==> src/rtl/ntt_pkg.sv <==
// ntt_pkg: shared constants, lane types and depth-legality check for the NTT delay line.
// Revision: 1.0
`default_nettype none

package ntt_pkg;

  localparam int NTT_WIDTH     = 32;
  localparam int NTT_LANES     = 2;
  localparam int NTT_MAX_DEPTH = 16;
  localparam int NTT_RST_DEPTH = 2;

  typedef logic [NTT_WIDTH-1:0] coeff_t;
  typedef coeff_t [NTT_LANES-1:0] lane_vec_t;

  function automatic logic depth_legal(input int unsigned d, input int unsigned max_depth);
    return (d >= 1) && (d <= max_depth);
  endfunction

endpackage

`default_nettype wire

==> src/rtl/ntt_delay_ram.sv <==
// ntt_delay_ram: circular sample store with per-entry valid tags; only the tags are reset.
// Revision: 1.0
`default_nettype none

module ntt_delay_ram #(
  parameter int DATA_W  = 64,
  parameter int ENTRIES = 16,
  localparam int AW     = $clog2(ENTRIES)
) (
  input  logic              clk,
  input  logic              rst_n,
  input  logic              clr_i,
  input  logic [AW-1:0]     wr_addr_i,
  input  logic [DATA_W-1:0] wr_data_i,
  input  logic              wr_tag_i,
  input  logic [AW-1:0]     rd_addr_i,
  output logic [DATA_W-1:0] rd_data_o,
  output logic              rd_tag_o
);

  logic [DATA_W-1:0]  mem_q [ENTRIES];
  logic [ENTRIES-1:0] tag_q;

  always_ff @(posedge clk) begin
    mem_q[wr_addr_i] <= wr_data_i;
  end

  always_ff @(posedge clk) begin
    if (!rst_n || clr_i) begin
      tag_q <= '0;
    end else begin
      tag_q[wr_addr_i] <= wr_tag_i;
    end
  end

  // Asynchronous read sees the pre-edge contents, so D = ENTRIES reads the slot being overwritten.
  assign rd_data_o = mem_q[rd_addr_i];
  assign rd_tag_o  = tag_q[rd_addr_i];

endmodule

`default_nettype wire

==> src/rtl/ntt_delay_line.sv <==
// ntt_delay_line: multi-lane delay line with runtime depth, flush, depth error and occupancy.
// Revision: 1.0
`default_nettype none

module ntt_delay_line
  import ntt_pkg::*;
#(
  parameter int WIDTH     = NTT_WIDTH,
  parameter int LANES     = NTT_LANES,
  parameter int MAX_DEPTH = NTT_MAX_DEPTH,
  parameter int RST_DEPTH = NTT_RST_DEPTH,
  localparam int DW       = $clog2(MAX_DEPTH) + 1
) (
  input  logic                   clk,
  input  logic                   rst_n,
  input  logic                   cfg_load,
  input  logic [DW-1:0]          cfg_depth,
  input  logic                   flush,
  input  logic                   in_valid,
  input  logic [LANES*WIDTH-1:0] in_data,
  output logic                   out_valid,
  output logic [LANES*WIDTH-1:0] out_data,
  output logic [DW-1:0]          depth,
  output logic [DW-1:0]          occupancy,
  output logic                   depth_err
);

  localparam int AW     = $clog2(MAX_DEPTH);
  localparam int DATA_W = LANES * WIDTH;
  localparam logic [DW-1:0] RST_DEPTH_C = DW'(RST_DEPTH);

  logic [AW-1:0]     wp_q;
  logic [DW-1:0]     depth_q;
  logic [DW-1:0]     occ_q;
  logic [DW-1:0]     occ_d;
  logic              out_valid_q;
  logic [DATA_W-1:0] out_data_q;
  logic              depth_err_q;

  logic              load_ok;
  logic              clear;
  logic              accept;
  logic [AW-1:0]     rd_addr;
  logic [DATA_W-1:0] rd_data;
  logic              rd_tag;

  always_comb begin
    load_ok = cfg_load & depth_legal(int'(cfg_depth), MAX_DEPTH);
    clear   = load_ok | flush;
    accept  = in_valid & ~clear;
    // Modulo-MAX_DEPTH subtraction: a depth of MAX_DEPTH lands on the write slot itself.
    rd_addr = wp_q - depth_q[AW-1:0];
    occ_d   = occ_q;
    if (accept && !rd_tag) begin
      occ_d = occ_q + 1'b1;
    end else if (!accept && rd_tag) begin
      occ_d = occ_q - 1'b1;
    end
  end

  ntt_delay_ram #(
    .DATA_W  (DATA_W),
    .ENTRIES (MAX_DEPTH)
  ) u_ram (
    .clk       (clk),
    .rst_n     (rst_n),
    .clr_i     (clear),
    .wr_addr_i (wp_q),
    .wr_data_i (in_data),
    .wr_tag_i  (accept),
    .rd_addr_i (rd_addr),
    .rd_data_o (rd_data),
    .rd_tag_o  (rd_tag)
  );

  always_ff @(posedge clk) begin
    if (!rst_n) begin
      wp_q        <= '0;
      depth_q     <= RST_DEPTH_C;
      occ_q       <= '0;
      out_valid_q <= 1'b0;
      out_data_q  <= '0;
      depth_err_q <= 1'b0;
    end else begin
      wp_q        <= wp_q + 1'b1;
      depth_err_q <= cfg_load & ~load_ok;
      if (load_ok) begin
        depth_q <= cfg_depth;
      end
      if (clear) begin
        occ_q       <= '0;
        out_valid_q <= 1'b0;
        out_data_q  <= '0;
      end else begin
        occ_q       <= occ_d;
        out_valid_q <= rd_tag;
        out_data_q  <= rd_tag ? rd_data : '0;
      end
    end
  end

  assign out_valid = out_valid_q;
  assign out_data  = out_data_q;
  assign depth     = depth_q;
  assign occupancy = occ_q;
  assign depth_err = depth_err_q;

endmodule

`default_nettype wire

==> config.mk <==
export PLATFORM = sky130hd
export DESIGN_NAME = ntt_delay_line
export DESIGN_NICKNAME = d
export VERILOG_FILES = /design/src/rtl/ntt_pkg.sv /design/src/rtl/ntt_delay_ram.sv /design/src/rtl/ntt_delay_line.sv
export SDC_FILE = /design/constraint.sdc
export NUM_CORES = 1
export LEC_CHECK = 0
export BUFFER_PORTS_ARGS = -buffer_cell sky130_fd_sc_hd__buf_2
export CORE_ASPECT_RATIO = 1.5
export CORE_MARGIN = 3
export CORE_UTILIZATION = 30
export DETAILED_ROUTE_END_ITERATION = 16
export SLEW_MARGIN = 20
export SYNTH_ARGS = -nofsm -noshare
export SYNTH_HDL_FRONTEND = slang
export SYNTH_SLANG_ARGS = --single-unit
==> constraint.sdc <==
create_clock -name clk -period 5.2 [get_ports clk]
set_input_delay 1.3 -clock clk [delete_from_list [all_inputs] [get_ports clk]]
set_output_delay 1.3 -clock clk [all_outputs]
set_load 0.02 [all_outputs]
==> PnR_summary.wiki, run 1 <==
{| class="wikitable"
! Metric !! Value
|-
| Maximum number of pins on one net before global-route repair || 102
|-
| Critical path capture point type || flop
|-
| RSZ-0062 raised after global routing || no
|-
| DR vias/cell || 4.83
|-
| Mean routed wirelength per cell || 25.5 µm
|-
| Cell chosen for the clock root || sky130_fd_sc_hd__clkbuf_16
|-
| Maximum level of the CTS H-tree || 3
|-
| Post-CTS Resized || 0
|-
| Nets || between 2000 and 2500
|-
| Final routed DRC violation total || 0
|-
| Number of nets with antenna violations after routing || 0
|-
| Final Hold Violating Endpoints || 0
|-
| Clock Latency Late Sink || 710 ps
|-
| Count of input and output buffers || 149
|-
| Number of nets in the synthesized netlist || between 1500 and 2000
|-
| Master of the slowest instance on the critical path || sky130_fd_sc_hd__fa_4
|-
| Source of the worst hold timing path || wp_q[0]
|-
| Total setup violations reported at the end of the flow || 0
|-
| First-pass DRT Iterations || 6
|-
| Critical path type || reg2reg
|-
| Worst IR drop on VDD || 0.261 mV
|-
| Final WS setup || 635 ps
|-
| Buffers inserted during post-CTS setup optimization || 0
|-
| Worst path max stage delay || approximately 850 ps
|-
| Total routing usage reported by global routing || around 14%
|-
| Ratio of total power to cell area || 404 nW/µm²
|-
| Skew final || about 43 ps
|-
| Maximum number of buffers from clock root to sink || 3
|-
| Global-route wire length before repair || roughly 150000 µm
|-
| CP Max Fanout || 8
|-
| Distinct cell type count after synthesis || 36
|-
| Clock sink count || between 1000 and 1500
|-
| Initial Utilization || 30.2%
|-
| Result of the run || complete, no violations
|-
| Sequence of cells on the critical path || ha_4, inv_1, fa_4, mux4_2, mux2_2, nand3_4, and2_1, ha_1, inv_1, fa_1, a21o_1, a21oi_1, xnor2_1, or3_1, a21oi_1
|-
| Max Freq || 219 MHz
|-
| Signed area change from the synthesized netlist to the final layout || 15.5%
|-
| Die Wd || around 310 µm
|-
| Clock input transition at the sequential cells of the worst setup and hold paths || ~60 ps
|-
| Sequential element share of the synthesized area || 77.2%
|-
| Layout cells sized above 1 || 33.0%
|-
| Final cycle utilization of the critical path || 87.8%
|-
| Antenna violations before repair || 24
|-
| Vias in the first global route || 21100
|-
| Half-perimeter wire length after detailed placement || 53200 µm
|-
| Final Slew Violations || 0
|-
| Total CTS buffers || around 100
|-
| Critical path data required time || 5800 ps
|-
| Vias post-DR || 19500
|-
| CORE AREA || 140000 µm²
|-
| Initial detailed-routing violation count || roughly 1500
|-
| Max Cap Viol || 0
|-
| Worst slack, placed || about 620 ps
|-
| FP Rows || around 170
|-
| Number of ports placed on the die boundary || 150
|-
| Final setup TNS || 0 ps
|-
| Die Outline Area || 146000 µm²
|-
| Category of the worst setup path launch point || flop
|-
| CTS tree || done
|-
| Post-CTS Hold Fix Bufs || 0
|-
| Flop-to-flop setup slack || 640 ps
|-
| Largest delay share family, worst path || adder cells
|-
| Critical path buffer and inverter count || 2
|-
| Leakage power summed over all cells || 15.7 nW
|-
| Launch point of the worst reg-to-reg path || depth[0]
|-
| Post-Route WL || 103000 µm
|-
| Die height || 466 µm
|-
| Max-Slew Margin vs Limit || 25.5%
|-
| Synthesis warning total || 0
|-
| Placer's final routability congestion estimate || around 0.69
|-
| CP Launch Point || depth[0]
|-
| Area of the mapped netlist || 42300 µm²
|-
| Post-synthesis register bit count || roughly 1100
|-
| Data arrival at the endpoint of the critical path || just over 5000 ps
|-
| Actual transition at the worst max-transition pin || 1120 ps
|-
| Worst Hold Class || reg2reg
|-
| Average footprint of a synthesized cell || between 20 and 25 µm²
|-
| Synthesized netlist cell count || around 1900
|-
| Final global-route overflow total || 0
|-
| Clock period minus final worst setup slack || 4560 ps
|}
==> per-layer routing <==
| metal | wire length (µm) | part of all wire (%) | global-route usage [%] | vias to the layer above |
|---|---|---|---|---|
| li1 | - | - | - | 8220 |
| met1 | 43200 | 42 | 18.4 | 10500 |
| met2 | 50900 | 50 | 23.6 | 575 |
| met3 | 6350 | 6.2 | 2.82 | 152 |
| met4 | 2020 | 2.0 | 3.96 | 12 |
| met5 | 74 | 0.072 | 0 | - |
==> registers in the layout, summed over array words and instances, names as in the netlist <==
| name | flops |
|---|---|
| depth_err | 1 |
| occupancy | 5 |
| u_ram.mem_q | 1024 |
| wp_q | 4 |
| u_ram.tag_q | 16 |
| depth | 5 |
| out_valid | 1 |
| out_data | 64 |
==> placed cells by master, fill, tap and decap left out, drive strengths merged, types with 5 or more instances in the layout <==
| cell type | n |
|---|---|
| o32ai | 64 |
| edfxtp | 1024 |
| nand2 | 68 |
| nor2b | 8 |
| diode | 8 |
| a21oi | 6 |
| clkinvlp | 8 |
| mux2i | 86 |
| clkbuf | 142 |
| xnor2 | 6 |
| nor2 | 22 |
| inv | 11 |
| mux2 | 65 |
| o21ai | 5 |
| and3 | 5 |
| bufinv | 11 |
| buf | 185 |
| clkinv | 31 |
| and2 | 16 |
| mux4 | 260 |
| ha | 11 |
| dfxtp | 96 |
==> final cells by class <==
type	count	area, µm²
antenna	8	20.0
multi-input combinational	641	9220
fill	13000	91100
clock inverter	54	683
clock buffer	142	2820
timing repair buffer	185	1100
sequential	1120	32700
tap	1870	2340
inverter	7	26.3
==> cell usage after synthesis <==
master / number / area [µm²]
sky130_fd_sc_hd__edfxtp_1: 1024 / 30700
sky130_fd_sc_hd__mux4_2: 260 / 5860
sky130_fd_sc_hd__dfxtp_1: 96 / 1920
sky130_fd_sc_hd__mux2i_1: 86 / 861
sky130_fd_sc_hd__nand2_1: 66 / 248
sky130_fd_sc_hd__mux2_2: 65 / 732
sky130_fd_sc_hd__buf_2: 57 / 285
sky130_fd_sc_hd__o32ai_1: 46 / 403
sky130_fd_sc_hd__clkbuf_1: 28 / 105
sky130_fd_sc_hd__nor2_1: 22 / 82.6
sky130_fd_sc_hd__o32ai_2: 18 / 293
sky130_fd_sc_hd__and2_1: 16 / 100
sky130_fd_sc_hd__buf_1: 13 / 48.8
sky130_fd_sc_hd__ha_1: 11 / 138
sky130_fd_sc_hd__nor2b_1: 8 / 50.1
sky130_fd_sc_hd__inv_1: 7 / 26.3
sky130_fd_sc_hd__xnor2_1: 6 / 52.6
sky130_fd_sc_hd__a21oi_1: 5 / 25.0
sky130_fd_sc_hd__and3_1: 5 / 31.3
sky130_fd_sc_hd__buf_6: 5 / 56.3
sky130_fd_sc_hd__o21ai_0: 5 / 25.0
sky130_fd_sc_hd__a21o_1: 4 / 30.0
sky130_fd_sc_hd__buf_4: 4 / 30.0
sky130_fd_sc_hd__xor2_1: 3 / 26.3
sky130_fd_sc_hd__fa_1: 2 / 40.0
sky130_fd_sc_hd__nand2_2: 2 / 12.5
sky130_fd_sc_hd__or3_1: 2 / 12.5
sky130_fd_sc_hd__a21boi_0: 1 / 7.51
sky130_fd_sc_hd__a21boi_1: 1 / 7.51
sky130_fd_sc_hd__a21oi_2: 1 / 8.76
sky130_fd_sc_hd__nand2b_1: 1 / 6.26
sky130_fd_sc_hd__nand3_1: 1 / 5.00
sky130_fd_sc_hd__nand3_2: 1 / 10.0
sky130_fd_sc_hd__nor4_4: 1 / 21.3
sky130_fd_sc_hd__o21a_1: 1 / 7.51
sky130_fd_sc_hd__xor2_2: 1 / 16.3
==> logic make-up (layout without fill, tap and decap cells) <==
group	Yosys count	count (layout)	share of synthesized area, %
flops	1120	1120	77.2
mux	411	411	17.6
simple gates	125	125	1.37
buf+inv	114	388	1.30
compound gates	82	82	1.91
fa+ha+maj	13	13	0.420
xor+xnor	10	10	0.225
other cells	0	8	0
==> worst paths after layout <==
| kind | cells after the start | to |
|---|---|---|
| min reg2reg | 1 | wp_q[0] |
| max reg2reg | 15 | occupancy[4] |
| min | 1 | wp_q[0] |
| max | 15 | occupancy[4] |
==> stage by stage <==
step / hold WS, ps / util [%] / instance area [µm²] / total power [mW] / std cells
4_1_cts: 501 / 34.9 / 48800 / 20.0 / 4018
2_1_floorplan: 452 / - / 42300 / 11.6 / 1875
3_5_place_dp: 481 / 32.4 / 45300 / 12.2 / 3822
3_3_place_gp: 469 / 32.4 / 45300 / 12.2 / 3822
5_1_grt: 526 / 34.9 / 48900 / 20.5 / 4020
6_report: 503 / 34.9 / 48900 / 19.7 / 4027
==> where the power goes <==
group / switching (mW) / internal [mW] / leakage [nW]
combinational: 1.03 / 0.876 / 3.96
sequential: 0.0462 / 10.0 / 10.1
clock: 3.37 / 4.39 / 1.67
total: 4.44 / 15.3 / 15.7
Note: power is estimated with default switching activity, not from simulation.
==> run 2, diff against run 1 <==
Clock period 5.2 ns to 3.77 ns, I/O delays scaled along.
==> run 2 against run 1 <==
  * Critical path depth is 1 higher
  * Largest cell class unchanged
  * Routed wire length up 2.0%
  * Flip-flop and latch count unchanged
  * Combinational power is 42% higher
  * The run now ends with negative setup slack left
  * Global-route usage is 0.31 points higher
  * Non-clock buffer count rose by 42
==> PnR_summary.wiki, run 2 (synthesized netlist as in run 1, its figures left out) <==
{| class="wikitable"
! Metric !! Value
|-
| Nets || between 2000 and 2500
|-
| Number of nets with antenna violations after routing || 0
|-
| Mean routed wirelength per cell || 25.7 µm
|-
| Data arrival at the endpoint of the critical path || 4470 ps
|-
| Die height || 466 µm
|-
| Final routed DRC violation total || 0
|-
| Initial Utilization || 30.2%
|-
| CP Launch Point || wp_q[0]
|-
| Half-perimeter wire length after detailed placement || 56500 µm
|-
| Final setup TNS || -113 ps
|-
| Leakage power summed over all cells || 16.0 nW
|-
| Number of ports placed on the die boundary || 150
|-
| Sequence of cells on the critical path || inv_2, ha_4, inv_2, fa_4, mux4_2, mux2_4, nand3_4, and2_4, ha_4, inv_4, fa_2, a21o_1, a21oi_2, xnor2_1, or3_1, a21oi_1
|-
| Signed area change from the synthesized netlist to the final layout || 16.6%
|-
| Total setup violations reported at the end of the flow || 2
|-
| Final non-filler cell total || approximately 4100
|-
| Layout cells sized above 1 || 35.0%
|-
| Total routing usage reported by global routing || 14.3%
|-
| Source of the worst hold timing path || u_ram.tag_q[4]
|-
| CP Max Fanout || 7
|-
| CTS tree || done
|-
| Global-route wire length before repair || 151000 µm
|-
| Clock sink count || 1120
|-
| Clock input transition at the sequential cells of the worst setup and hold paths || 70 ps
|-
| Final Slew Violations || 0
|-
| Die Outline Area || 146000 µm²
|-
| Ratio of total power to cell area || 551 nW/µm²
|-
| Clock period minus final worst setup slack || 3840 ps
|-
| Vias post-DR || 19700
|-
| Worst Hold Class || reg2reg
|-
| Worst-case hold slack || 494 ps
|-
| Final global-route overflow total || 0
|-
| Flip-flop count of the largest register after layout || 1024
|-
| Die Wd || 313 µm
|-
| Initial detailed-routing violation count || approximately 1700
|-
| Antenna violations before repair || 22
|-
| Maximum level of the CTS H-tree || 3
|-
| FP Rows || 168
|-
| Placer's final routability congestion estimate || 0.731
|-
| Worst path max stage delay || 820 ps
|-
| Critical path type || reg2reg
|-
| Clock Latency Late Sink || roughly 700 ps
|-
| Max Freq || roughly 260 MHz
|-
| Storage element area || 32700 µm²
|-
| Largest register by flop count || u_ram.mem_q
|-
| DR vias/cell || 4.85
|-
| Multi-input combinational cell area || 9260 µm²
|-
| Actual transition at the worst max-transition pin || 950 ps
|-
| CORE AREA || 140000 µm²
|-
| Max Cap Viol || 0
|-
| Leading cell types in the layout, fill and taps excluded || sky130_fd_sc_hd__edfxtp_1 (1024), sky130_fd_sc_hd__mux4_2 (260), sky130_fd_sc_hd__buf_2 (149)
|-
| Cell area after placement || 45800 µm²
|-
| Vias in the first global route || 21200
|-
| Skew final || 32.4 ps
|-
| Category of the worst setup path launch point || flop
|-
| Critical path capture point type || flop
|-
| Final Util || a little over a third
|-
| Final cycle utilization of the critical path || 102%
|-
| Worst slack, placed || -224 ps
|-
| Count of input and output buffers || between 100 and 150
|-
| Total CTS buffers || 104
|-
| Final cell area excluding filler cells || 49300 µm²
|-
| Most common cell after layout, fill and taps aside || sky130_fd_sc_hd__edfxtp_1
|-
| Critical path data required time || 4400 ps
|-
| Final Hold Violating Endpoints || 0
|-
| RSZ-0062 raised after global routing || yes
|-
| Maximum number of buffers from clock root to sink || 3
|-
| First-pass DRT Iterations || 5
|-
| Post-route total power || 27.2 mW
|-
| Maximum number of pins on one net before global-route repair || 95
|-
| Cell chosen for the clock root || sky130_fd_sc_hd__clkbuf_16
|-
| Max-Slew Margin vs Limit || 36.7%
|-
| Post-Route WL || 105000 µm
|-
| Final WS setup || -73.0 ps
|-
| Worst IR drop on VDD || approximately 0.31 mV
|-
| Result of the run || complete, but fails checks
|-
| Master of the slowest instance on the critical path || sky130_fd_sc_hd__fa_4
|-
| Post-Place Cells || just under 4000
|-
| Launch point of the worst reg-to-reg path || wp_q[0]
|-
| Failing checks || negative setup slack
|-
| Fillers || roughly 13000
|}
## run 2: cell type report
cell class | count | share of cell area [%]
well taps | 1870 | 4.74
clock buffers | 139 | 5.83
multi-input cells | 641 | 18.8
flip-flops and latches | 1120 | 66.2
repair buffers | 227 | 3.16
inverters | 7 | 0.0583
clock inverters | 56 | 1.17
diodes | 11 | 0.0558
## run 2: path summary, 6_finish.rpt
kind / endpoint / slack, ps / cells past startpoint
max: occupancy[4] / -70 / 16
min: u_ram.tag_q[4] / 490 / 2
max reg2reg: occupancy[4] / -70 / 16
min reg2reg: u_ram.tag_q[4] / 490 / 2
## run 2: routing by layer
metal  share of wire (%)  wire [µm]  vias to the layer above  track usage [%]
met2                  50      51800                      621             24.1
met4                 2.3       2440                        2             4.35
met1                  42      44000                    10600             18.6
met3                 6.0       6310                      162             2.90
li1                    -          -                     8320                -
met5               0.011         12                        -                0
## run 2: report_power, final
part           total (mW)  internal, mW  switching [mW]
clock network        10.6          6.07            4.54
registers            13.9          13.8          0.0636
logic                2.69          1.25            1.44
## run 2: what timing repair did
item | in CTS | in global routing
hold buffers | 0 | 0
gates resized for setup | 4 | 2
pin swaps | 0 | 2
buffers inserted | 4 | 2
setup endpoints to repair | 15 | 2
## run 2: critical path, delay by kind of cell (launching register included)
kind	cells	cell delay [ps]
AOI/OAI and AO/OA	3	430
DFF	1	320
xor gates and xnor gates	1	80
and+or+nand+nor	3	540
buffers and inverters	3	150
adders and majority gates	4	1450
muxes	2	800
